## src/rtl/cpu_controller_if.sv

```systemverilog
// rtl/cpu_controller_if.sv - opcode/flag inputs and datapath strobes of the CPU controller
interface cpu_controller_if #(
  parameter int ICNT_W = 8
);
  logic [2:0]        opcode;
  logic              zero;
  logic              sel;
  logic              rd;
  logic              ld_ir;
  logic              inc_pc;
  logic              ld_pc;
  logic              data_e;
  logic              ld_ac;
  logic              wr;
  logic              halt;
  logic [2:0]        phase;
  logic [ICNT_W-1:0] icount;

  // Controller side: samples opcode/zero, drives the datapath strobes
  modport master (
    input  opcode, zero,
    output sel, rd, ld_ir, inc_pc, ld_pc, data_e, ld_ac, wr, halt, phase, icount
  );

  // Datapath side: supplies opcode/zero, consumes the strobes
  modport slave (
    output opcode, zero,
    input  sel, rd, ld_ir, inc_pc, ld_pc, data_e, ld_ac, wr, halt, phase, icount
  );
endinterface

```

## src/rtl/cpu_controller.sv

```systemverilog
// rtl/cpu_controller.sv - eight-phase sequencer for a simple accumulator CPU
module cpu_controller #(
  parameter int ICNT_W = 8
) (
  input logic             CLK,
  input logic             RST,
  cpu_controller_if.master bus
);

  typedef enum logic [2:0] {
    INST_ADDR  = 3'd0,
    INST_FETCH = 3'd1,
    INST_LOAD  = 3'd2,
    IDLE       = 3'd3,
    OP_ADDR    = 3'd4,
    OP_FETCH   = 3'd5,
    ALU_OP     = 3'd6,
    STORE      = 3'd7
  } phase_t;

  localparam logic [2:0] OP_HLT = 3'd0;
  localparam logic [2:0] OP_SKZ = 3'd1;
  localparam logic [2:0] OP_ADD = 3'd2;
  localparam logic [2:0] OP_AND = 3'd3;
  localparam logic [2:0] OP_XOR = 3'd4;
  localparam logic [2:0] OP_LDA = 3'd5;
  localparam logic [2:0] OP_STO = 3'd6;
  localparam logic [2:0] OP_JMP = 3'd7;

  phase_t            r_phase;
  phase_t            w_phase_nxt;
  logic              r_halted;
  logic              w_halted_nxt;
  logic [ICNT_W-1:0] r_icount;
  logic [ICNT_W-1:0] w_icount_nxt;

  logic w_aluop;
  logic w_sel;
  logic w_rd;
  logic w_ld_ir;
  logic w_inc_pc;
  logic w_ld_pc;
  logic w_data_e;
  logic w_ld_ac;
  logic w_wr;
  logic w_halt;

  // Instructions that read an operand from memory into the ALU/accumulator
  assign w_aluop = (bus.opcode == OP_ADD) || (bus.opcode == OP_AND) ||
                   (bus.opcode == OP_XOR) || (bus.opcode == OP_LDA);

  // State register: phase, halted flag and retired-instruction counter
  always_ff @(posedge CLK or negedge RST) begin
    if (!RST) begin
      r_phase  <= INST_ADDR;
      r_halted <= 1'b0;
      r_icount <= '0;
    end else begin
      r_phase  <= w_phase_nxt;
      r_halted <= w_halted_nxt;
      r_icount <= w_icount_nxt;
    end
  end

  // Next state: step the phase, stop in OP_ADDR on HLT, count retired instructions
  always_comb begin
    w_phase_nxt  = r_phase;
    w_halted_nxt = r_halted;
    w_icount_nxt = r_icount;
    if (!r_halted) begin
      if ((r_phase == OP_ADDR) && (bus.opcode == OP_HLT)) begin
        // Phase stays at OP_ADDR so a halted CPU reports where it stopped
        w_halted_nxt = 1'b1;
      end else begin
        w_phase_nxt = phase_t'(r_phase + 3'd1);
        if ((r_phase == STORE) && (r_icount != {ICNT_W{1'b1}})) begin
          w_icount_nxt = r_icount + ICNT_W'(1);
        end
      end
    end
  end

  // Output decode: strobes follow the current phase and live opcode/zero
  always_comb begin
    w_sel    = 1'b0;
    w_rd     = 1'b0;
    w_ld_ir  = 1'b0;
    w_inc_pc = 1'b0;
    w_ld_pc  = 1'b0;
    w_data_e = 1'b0;
    w_ld_ac  = 1'b0;
    w_wr     = 1'b0;
    w_halt   = 1'b0;
    if (r_halted) begin
      w_halt = 1'b1;
    end else begin
      case (r_phase)
        INST_ADDR: begin
          w_sel = 1'b1;
        end
        INST_FETCH: begin
          w_sel = 1'b1;
          w_rd  = 1'b1;
        end
        INST_LOAD, IDLE: begin
          w_sel   = 1'b1;
          w_rd    = 1'b1;
          w_ld_ir = 1'b1;
        end
        OP_ADDR: begin
          w_inc_pc = 1'b1;
          w_halt   = (bus.opcode == OP_HLT);
        end
        OP_FETCH: begin
          w_rd = w_aluop;
        end
        ALU_OP: begin
          w_rd     = w_aluop;
          w_inc_pc = (bus.opcode == OP_SKZ) && bus.zero;
          w_ld_pc  = (bus.opcode == OP_JMP);
          w_data_e = (bus.opcode == OP_STO);
        end
        STORE: begin
          // rd is only set for ALU ops and wr only for STO, so they never overlap
          w_rd     = w_aluop;
          w_ld_ac  = w_aluop;
          w_ld_pc  = (bus.opcode == OP_JMP);
          w_wr     = (bus.opcode == OP_STO);
          w_data_e = (bus.opcode == OP_STO);
        end
        default: begin
          w_sel = 1'b0;
        end
      endcase
    end
  end

  assign bus.sel    = w_sel;
  assign bus.rd     = w_rd;
  assign bus.ld_ir  = w_ld_ir;
  assign bus.inc_pc = w_inc_pc;
  assign bus.ld_pc  = w_ld_pc;
  assign bus.data_e = w_data_e;
  assign bus.ld_ac  = w_ld_ac;
  assign bus.wr     = w_wr;
  assign bus.halt   = w_halt;
  assign bus.phase  = r_phase;
  assign bus.icount = r_icount;

endmodule

```

## src/flat_wrapper.sv

```systemverilog
// flat-port wrapper written by rule: the top's interface ports become plain ports
module cpu_controller_flat 
#(
  parameter int ICNT_W = 8
)
  (CLK, RST, bus_opcode, bus_zero, bus_sel, bus_rd, bus_ld_ir, bus_inc_pc, bus_ld_pc, bus_data_e, bus_ld_ac, bus_wr, bus_halt, bus_phase, bus_icount);
  cpu_controller_if #(.ICNT_W(ICNT_W)) bus_i ();
  input logic CLK;
  input logic RST;
  input wire logic [$bits(bus_i.opcode)-1:0] bus_opcode;
  input wire logic [$bits(bus_i.zero)-1:0] bus_zero;
  output wire logic [$bits(bus_i.sel)-1:0] bus_sel;
  output wire logic [$bits(bus_i.rd)-1:0] bus_rd;
  output wire logic [$bits(bus_i.ld_ir)-1:0] bus_ld_ir;
  output wire logic [$bits(bus_i.inc_pc)-1:0] bus_inc_pc;
  output wire logic [$bits(bus_i.ld_pc)-1:0] bus_ld_pc;
  output wire logic [$bits(bus_i.data_e)-1:0] bus_data_e;
  output wire logic [$bits(bus_i.ld_ac)-1:0] bus_ld_ac;
  output wire logic [$bits(bus_i.wr)-1:0] bus_wr;
  output wire logic [$bits(bus_i.halt)-1:0] bus_halt;
  output wire logic [$bits(bus_i.phase)-1:0] bus_phase;
  output wire logic [$bits(bus_i.icount)-1:0] bus_icount;
  assign bus_i.opcode = bus_opcode;
  assign bus_i.zero = bus_zero;
  assign bus_sel = bus_i.sel;
  assign bus_rd = bus_i.rd;
  assign bus_ld_ir = bus_i.ld_ir;
  assign bus_inc_pc = bus_i.inc_pc;
  assign bus_ld_pc = bus_i.ld_pc;
  assign bus_data_e = bus_i.data_e;
  assign bus_ld_ac = bus_i.ld_ac;
  assign bus_wr = bus_i.wr;
  assign bus_halt = bus_i.halt;
  assign bus_phase = bus_i.phase;
  assign bus_icount = bus_i.icount;
  cpu_controller #(.ICNT_W(ICNT_W)) u_core (.CLK(CLK), .RST(RST), .bus(bus_i));
endmodule
```

## config.mk

```make
export PLATFORM = sky130hd
export DESIGN_NAME = cpu_controller_flat
export DESIGN_NICKNAME = d
export VERILOG_FILES = /design/src/rtl/cpu_controller_if.sv /design/src/rtl/cpu_controller.sv /design/src/flat_wrapper.sv
export SDC_FILE = /design/constraint.sdc
export NUM_CORES = 1
export LEC_CHECK = 0
export ABC_CLOCK_PERIOD_IN_PS = 2600
export CELL_PAD_IN_SITES_DETAIL_PLACEMENT = 1
export CELL_PAD_IN_SITES_GLOBAL_PLACEMENT = 1
export CORE_MARGIN = 3
export CORE_UTILIZATION = 33
export DETAILED_ROUTE_END_ITERATION = 10
export PLACE_DENSITY_LB_ADDON = 0.15
export SLEW_MARGIN = 20
export SYNTH_ARGS = -nofsm -noshare
export SYNTH_HDL_FRONTEND = slang
export SYNTH_SLANG_ARGS = --single-unit
```

## constraint.sdc

```tcl
create_clock -name CLK -period 2.6 [get_ports CLK]
set_clock_uncertainty 0.1 [all_clocks]
set_input_delay 0.78 -clock CLK [delete_from_list [all_inputs] [get_ports CLK]]
set_output_delay 0.78 -clock CLK [all_outputs]
set_load 0.1 [all_outputs]
```

# After elaboration in Yosys (flattened, before gate mapping)
# Index checks and enable logic that the tools add are counted.
# classes
add_sub_neg	2
n_eq_ne	15
n_mux	20
n_bitwise	2
reduce_logical	15
# ops
operator	count
$eq A3 B3 Y1 const B	8
$mux W1	18
$eq A3 B2 Y1 const B	4
$add A8 B1 Y8 const B	1
$ne A8 B8 Y1 const B	1
$eq A3 B1 Y1 const B	2
$logic_not A3 Y1	2
$reduce_or A3 Y1	2
$pmux W1 S2	2
$reduce_or A2 Y1	2
$reduce_or A4 Y1	1
$add A3 B1 Y3 const B	1
$logic_and A1 B1 Y1	3
$logic_or A1 B1 Y1	3
$reduce_and A3 Y1	1
$not A1 Y1	2
$reduce_and A2 Y1	1
# word_totals
reg_bits	12
inputBits	6
output_inout_bits	20
elab_cells	57

# Depth between registers and ports, before layout
# depth
ltp_word	6
ltp_mapped	6
mapped_depth_nobuf	6

# Worst setup path after synthesis
# No wires, ideal clock.
# synth_timing
path_kind	register to output
startpoint	register u_core.r_phase[1], in the netlist u_core.bus.phase[1]
endpoint	output bus_data_e
arrival_ps	4407
required_time_ps	1720
slack_ps	-2687
stages_incl_launch_ff	5
n_path_buf	0
cell_sequence	dfrtp_1 > ha_1 > ha_1 > a21oi_1 > nor4_1
# synth_via
elab_chain_cells	4
word_cells_on_any_way	5
classes_between	eq/ne (2); mux (2); reduce/logical (1)
# synth_rtl
element	line	text
from (decl)	cpu_controller.sv:30	phase_t r_phase;
from (signal assigned)	cpu_controller.sv:59	r_phase <= w_phase_nxt;
$eq A3 B3 Y1	cpu_controller.sv:97	case (r_phase)
$reduce_or A2 Y1 (no source line) *	-	
$mux W1 *	-	
$mux W1 *	cpu_controller.sv:94	if (r_halted) begin
to (decl)	flat_wrapper.sv:17	output wire logic [$bits(bus_i.data_e)-1:0] bus_data_e;
# Mark *: on every way between the ends. The rest lies on a longest branch, timed or not.

# Worst setup path after layout
# layout_timing
startpoint	register u_core.r_phase[1], in the netlist u_core.bus.phase[1]
endpoint	output bus_sel
# layout_via
elab_chain_cells	4
word_cells_on_any_way	7
classes_between	eq/ne (3); mux (2); reduce/logical (2)
# layout_rtl
element	line	text
$eq A3 B1 Y1, or another cell as far along	cpu_controller.sv:97	
$reduce_or A4 Y1 (no source line) *	-	
$mux W1 *	cpu_controller.sv:97	
$mux W1 *	cpu_controller.sv:94	
to (decl)	flat_wrapper.sv:12	output wire logic [$bits(bus_i.sel)-1:0] bus_sel;
# Marks and branches as above.

==> flow_results.xml <==
<?xml version="1.0" encoding="UTF-8"?>
<metrics>
  <group name="outcome">
    <metric name="run_status" unit="">finished with violations</metric>
    <metric name="violations_in_the_final_reports" unit="">setup timing</metric>
  </group>
  <group name="placement">
    <metric name="numPlacedInstances" unit="">142</metric>
    <metric name="gpl.final_weighted_congestion" unit="">0.726</metric>
    <metric name="placed_cell_area" unit="um^2">1380</metric>
    <metric name="dp_hpwl" unit="um">1790</metric>
    <metric name="dp_worst_setup_slack" unit="ps">-539</metric>
    <metric name="port-buffer-count" unit="">25</metric>
  </group>
  <group name="timing">
    <metric name="layout_setup_ws" unit="ps">-90.3</metric>
    <metric name="timing.fmax" unit="MHz">372</metric>
    <metric name="worst-slew-pin-transition" unit="ps">654</metric>
    <metric name="max_slew_headroom_at_the_worst_pin" unit="">0.564</metric>
    <metric name="final-hold-violation-count" unit="">0</metric>
    <metric name="final-max-slew-violation-count" unit="">0</metric>
    <metric name="final.period_utilization" unit="">1.03</metric>
    <metric name="rsz0062_at_grt" unit="">true</metric>
    <metric name="finalWorstPathRequiredPeriod" unit="ps">2690</metric>
    <metric name="setup_viol" unit="">2</metric>
  </group>
  <group name="route">
    <metric name="drt.antenna.violating_nets" unit="">0</metric>
    <metric name="route.detailed.drc" unit="">0</metric>
    <metric name="met2_wirelength" unit="um">1350</metric>
    <metric name="drtIter0Drc" unit="">6</metric>
    <metric name="routed_wirelength" unit="um">2540</metric>
    <metric name="drt-vias-per-instance" unit="">5.05</metric>
    <metric name="met3_wirelength" unit="um">89</metric>
    <metric name="top_layer_used" unit="">met4</metric>
    <metric name="drt-pass1-iter-count" unit="">3</metric>
    <metric name="vias" unit="">772</metric>
    <metric name="route.detailed.wl_per_inst" unit="um">16.6</metric>
    <metric name="post_route_met1_wirelength" unit="um">1060</metric>
  </group>
  <group name="clock_network">
    <metric name="clock_latency" unit="ps">270</metric>
    <metric name="clock_tree.buffer_depth" unit="">2</metric>
    <metric name="clock-sinks" unit="">12</metric>
    <metric name="number_of_buffers_created_by_cts" unit="">3</metric>
    <metric name="cts.root.buffer_cell" unit="">sky130_fd_sc_hd__clkbuf_4</metric>
    <metric name="clkSlewWorstSetupHoldPaths" unit="ps">70</metric>
    <metric name="holdBufCountCts" unit="">0</metric>
    <metric name="tritoncts" unit="">built</metric>
    <metric name="htree_num_levels" unit="">1</metric>
  </group>
  <group name="synthesis">
    <metric name="synth-async-reset-ratio" unit="">1.00</metric>
    <metric name="synth_fp_nets" unit="">93</metric>
    <metric name="ys_warn_count" unit="">0</metric>
    <metric name="dominantRegCellSynth" unit="">sky130_fd_sc_hd__dfrtp_1</metric>
    <metric name="synthDistinctLibCells" unit="">28</metric>
    <metric name="synth_largest_type_area_fraction" unit="">0.375</metric>
    <metric name="post_synth_edffs" unit="">0</metric>
    <metric name="synth_sequential_area_ratio" unit="">0.375</metric>
    <metric name="synth.area.top_cells" unit="">sky130_fd_sc_hd__dfrtp_1, sky130_fd_sc_hd__ha_1, sky130_fd_sc_hd__a21oi_1, sky130_fd_sc_hd__xor2_1, sky130_fd_sc_hd__nor2_1</metric>
    <metric name="synthDominantAreaCellType" unit="">sky130_fd_sc_hd__dfrtp_1</metric>
    <metric name="synth_seq_cells" unit="">12</metric>
    <metric name="syn-instance-count" unit="">79</metric>
    <metric name="post_synth_instance_area" unit="um^2">801</metric>
    <metric name="post_synthesis_area_per_instance" unit="um^2">10.1</metric>
  </group>
  <group name="die">
    <metric name="start_util" unit="">0.355</metric>
    <metric name="floorplan.core_area" unit="um^2">2250</metric>
    <metric name="fp.dieH" unit="um">55.3</metric>
    <metric name="fp.dieW" unit="um">55.3</metric>
    <metric name="design.die.area" unit="um^2">3050</metric>
    <metric name="floorplan.io_pins" unit="">26</metric>
    <metric name="rows" unit="">17</metric>
  </group>
  <group name="cells_and_area">
    <metric name="fin_area" unit="um^2">1570</metric>
    <metric name="design.final.nets" unit="">140</metric>
    <metric name="num_antenna_cells" unit="">0</metric>
    <metric name="final_cells" unit="">153</metric>
    <metric name="leading_cell_types_in_the_layout_fill_and_taps_excluded" unit="">sky130_fd_sc_hd__buf_4, sky130_fd_sc_hd__buf_12, sky130_fd_sc_hd__dfrtp_1, sky130_fd_sc_hd__nor2_4</metric>
    <metric name="layout-drive-gt1-share" unit="">0.664</metric>
    <metric name="final_common_cell" unit="">sky130_fd_sc_hd__buf_4</metric>
    <metric name="synthToLayoutAreaGrowth" unit="%">95.9</metric>
  </group>
  <group name="run">
    <metric name="cap_violations" unit="">0</metric>
  </group>
  <group name="critical_path">
    <metric name="timing_worst_setup_path_type" unit="">reg -&gt; out</metric>
    <metric name="endpoint_kind" unit="">output port</metric>
    <metric name="worstPathArrival" unit="ps">1810</metric>
    <metric name="critPathMaxFanout" unit="">3</metric>
    <metric name="startpoint_type" unit="">register</metric>
    <metric name="critical_path_required" unit="ps">1720</metric>
  </group>
  <group name="grt">
    <metric name="grt_start_max_net_pins" unit="">13</metric>
    <metric name="number_of_antenna_violations_at_the_first_check_in_global_routing" unit="">0</metric>
    <metric name="grt.overflow.total" unit="">0</metric>
    <metric name="grt_pass1_wl" unit="um">4300</metric>
    <metric name="grt_use_total" unit="">0.174</metric>
    <metric name="first_global_vias" unit="">893</metric>
  </group>
  <group name="min_path">
    <metric name="min-delay-path-class" unit="">reg -&gt; reg</metric>
  </group>
</metrics>
per-layer routing:
| layer | vias to the layer above | GRT usage |
|---|---|---|
| met5 | - | 0 |
| met4 | 0 | 0.0313 |
| met3 | 4 | 0.0374 |
| met2 | 20 | 0.323 |
| met1 | 370 | 0.204 |
| li1 | 378 | - |
flip-flops by register name, indices dropped and copies added (netlist names):
register	count
u_core.bus.icount	8
u_core.bus.phase	3
u_core.r_halted	1
final cells by class:
type / count / area, um^2
tap: 28 / 35.0
timing repair buffer: 43 / 449
inverter: 5 / 27.5
multi-input combinational: 61 / 709
fill: 223 / 686
sequential: 12 / 312
clock buffer: 4 / 36.3
timing repair:
| action | 4_1_cts | 5_1_grt |
|---|---|---|
| endpoints found under the setup margin | 8 | 7 |
| gates resized for setup | 19 | 14 |
| setup buffers | 6 | 1 |
| gates cloned | 0 | 0 |
| pin swaps | 9 | 10 |
Yosys cell counts (all sizes together), types with 3 or more instances:
cell type and n:
nor3 6, xor2 4, a21oi 7, nand2 3, dfrtp 12, nor2 8, ha 8, and3 3
a41oi 3, inv 5, a31oi 3
final timing paths:
kind                       cells past startpoint                              from  slack, ps                               end
min                                            1  u_core.bus.icount[0]$_DFFE_PN0P_        450  u_core.bus.icount[0]$_DFFE_PN0P_
min reg2reg                                    1  u_core.bus.icount[0]$_DFFE_PN0P_        450  u_core.bus.icount[0]$_DFFE_PN0P_
max                                            6   u_core.bus.phase[1]$_DFFE_PN0P_        -90                           bus_sel
max in group asynchronous                      1                               RST       1250   u_core.bus.phase[0]$_DFFE_PN0P_
max reg2reg                                    8   u_core.bus.phase[1]$_DFFE_PN0P_        630  u_core.bus.icount[1]$_DFFE_PN0P_
min in group asynchronous                      1                               RST        750  u_core.bus.icount[6]$_DFFE_PN0P_
worst max-delay path, stage by stage, from the launching register on:
cell	delay [ps]
sky130_fd_sc_hd__dfrtp_4	500
sky130_fd_sc_hd__buf_6	130
sky130_fd_sc_hd__ha_4	150
sky130_fd_sc_hd__or3_4	340
sky130_fd_sc_hd__a21oi_4	170
sky130_fd_sc_hd__nor2_4	60
sky130_fd_sc_hd__buf_12	190
metrics by stage:
step / util / hold WS, ps / TNS, ps
finish: 0.696 / 452 / -180
detailed placement: 0.614 / 425 / -2610
floorplan: - / 384 / -1450
global placement: 0.614 / 408 / -2300
global route: 0.696 / 464 / -557
CTS: 0.663 / 440 / -248
kinds of logic (layout without fill, tap and decap cells):
family	count (synthesis)	count (layout)	share of synthesized area
multiplexers	2	2	0.0266
flip-flops	12	12	0.375
buffers and inverters	6	52	0.0375
AO/OA/AOI/OAI	16	16	0.148
AND/OR/NAND/NOR	29	29	0.222
adder cells (fa/ha/maj)	8	8	0.125
XOR/XNOR	6	6	0.0656
Power is left out: the tool's default activity adds up to more than one toggle a clock period on the data nets, which glitch-free logic cannot reach.
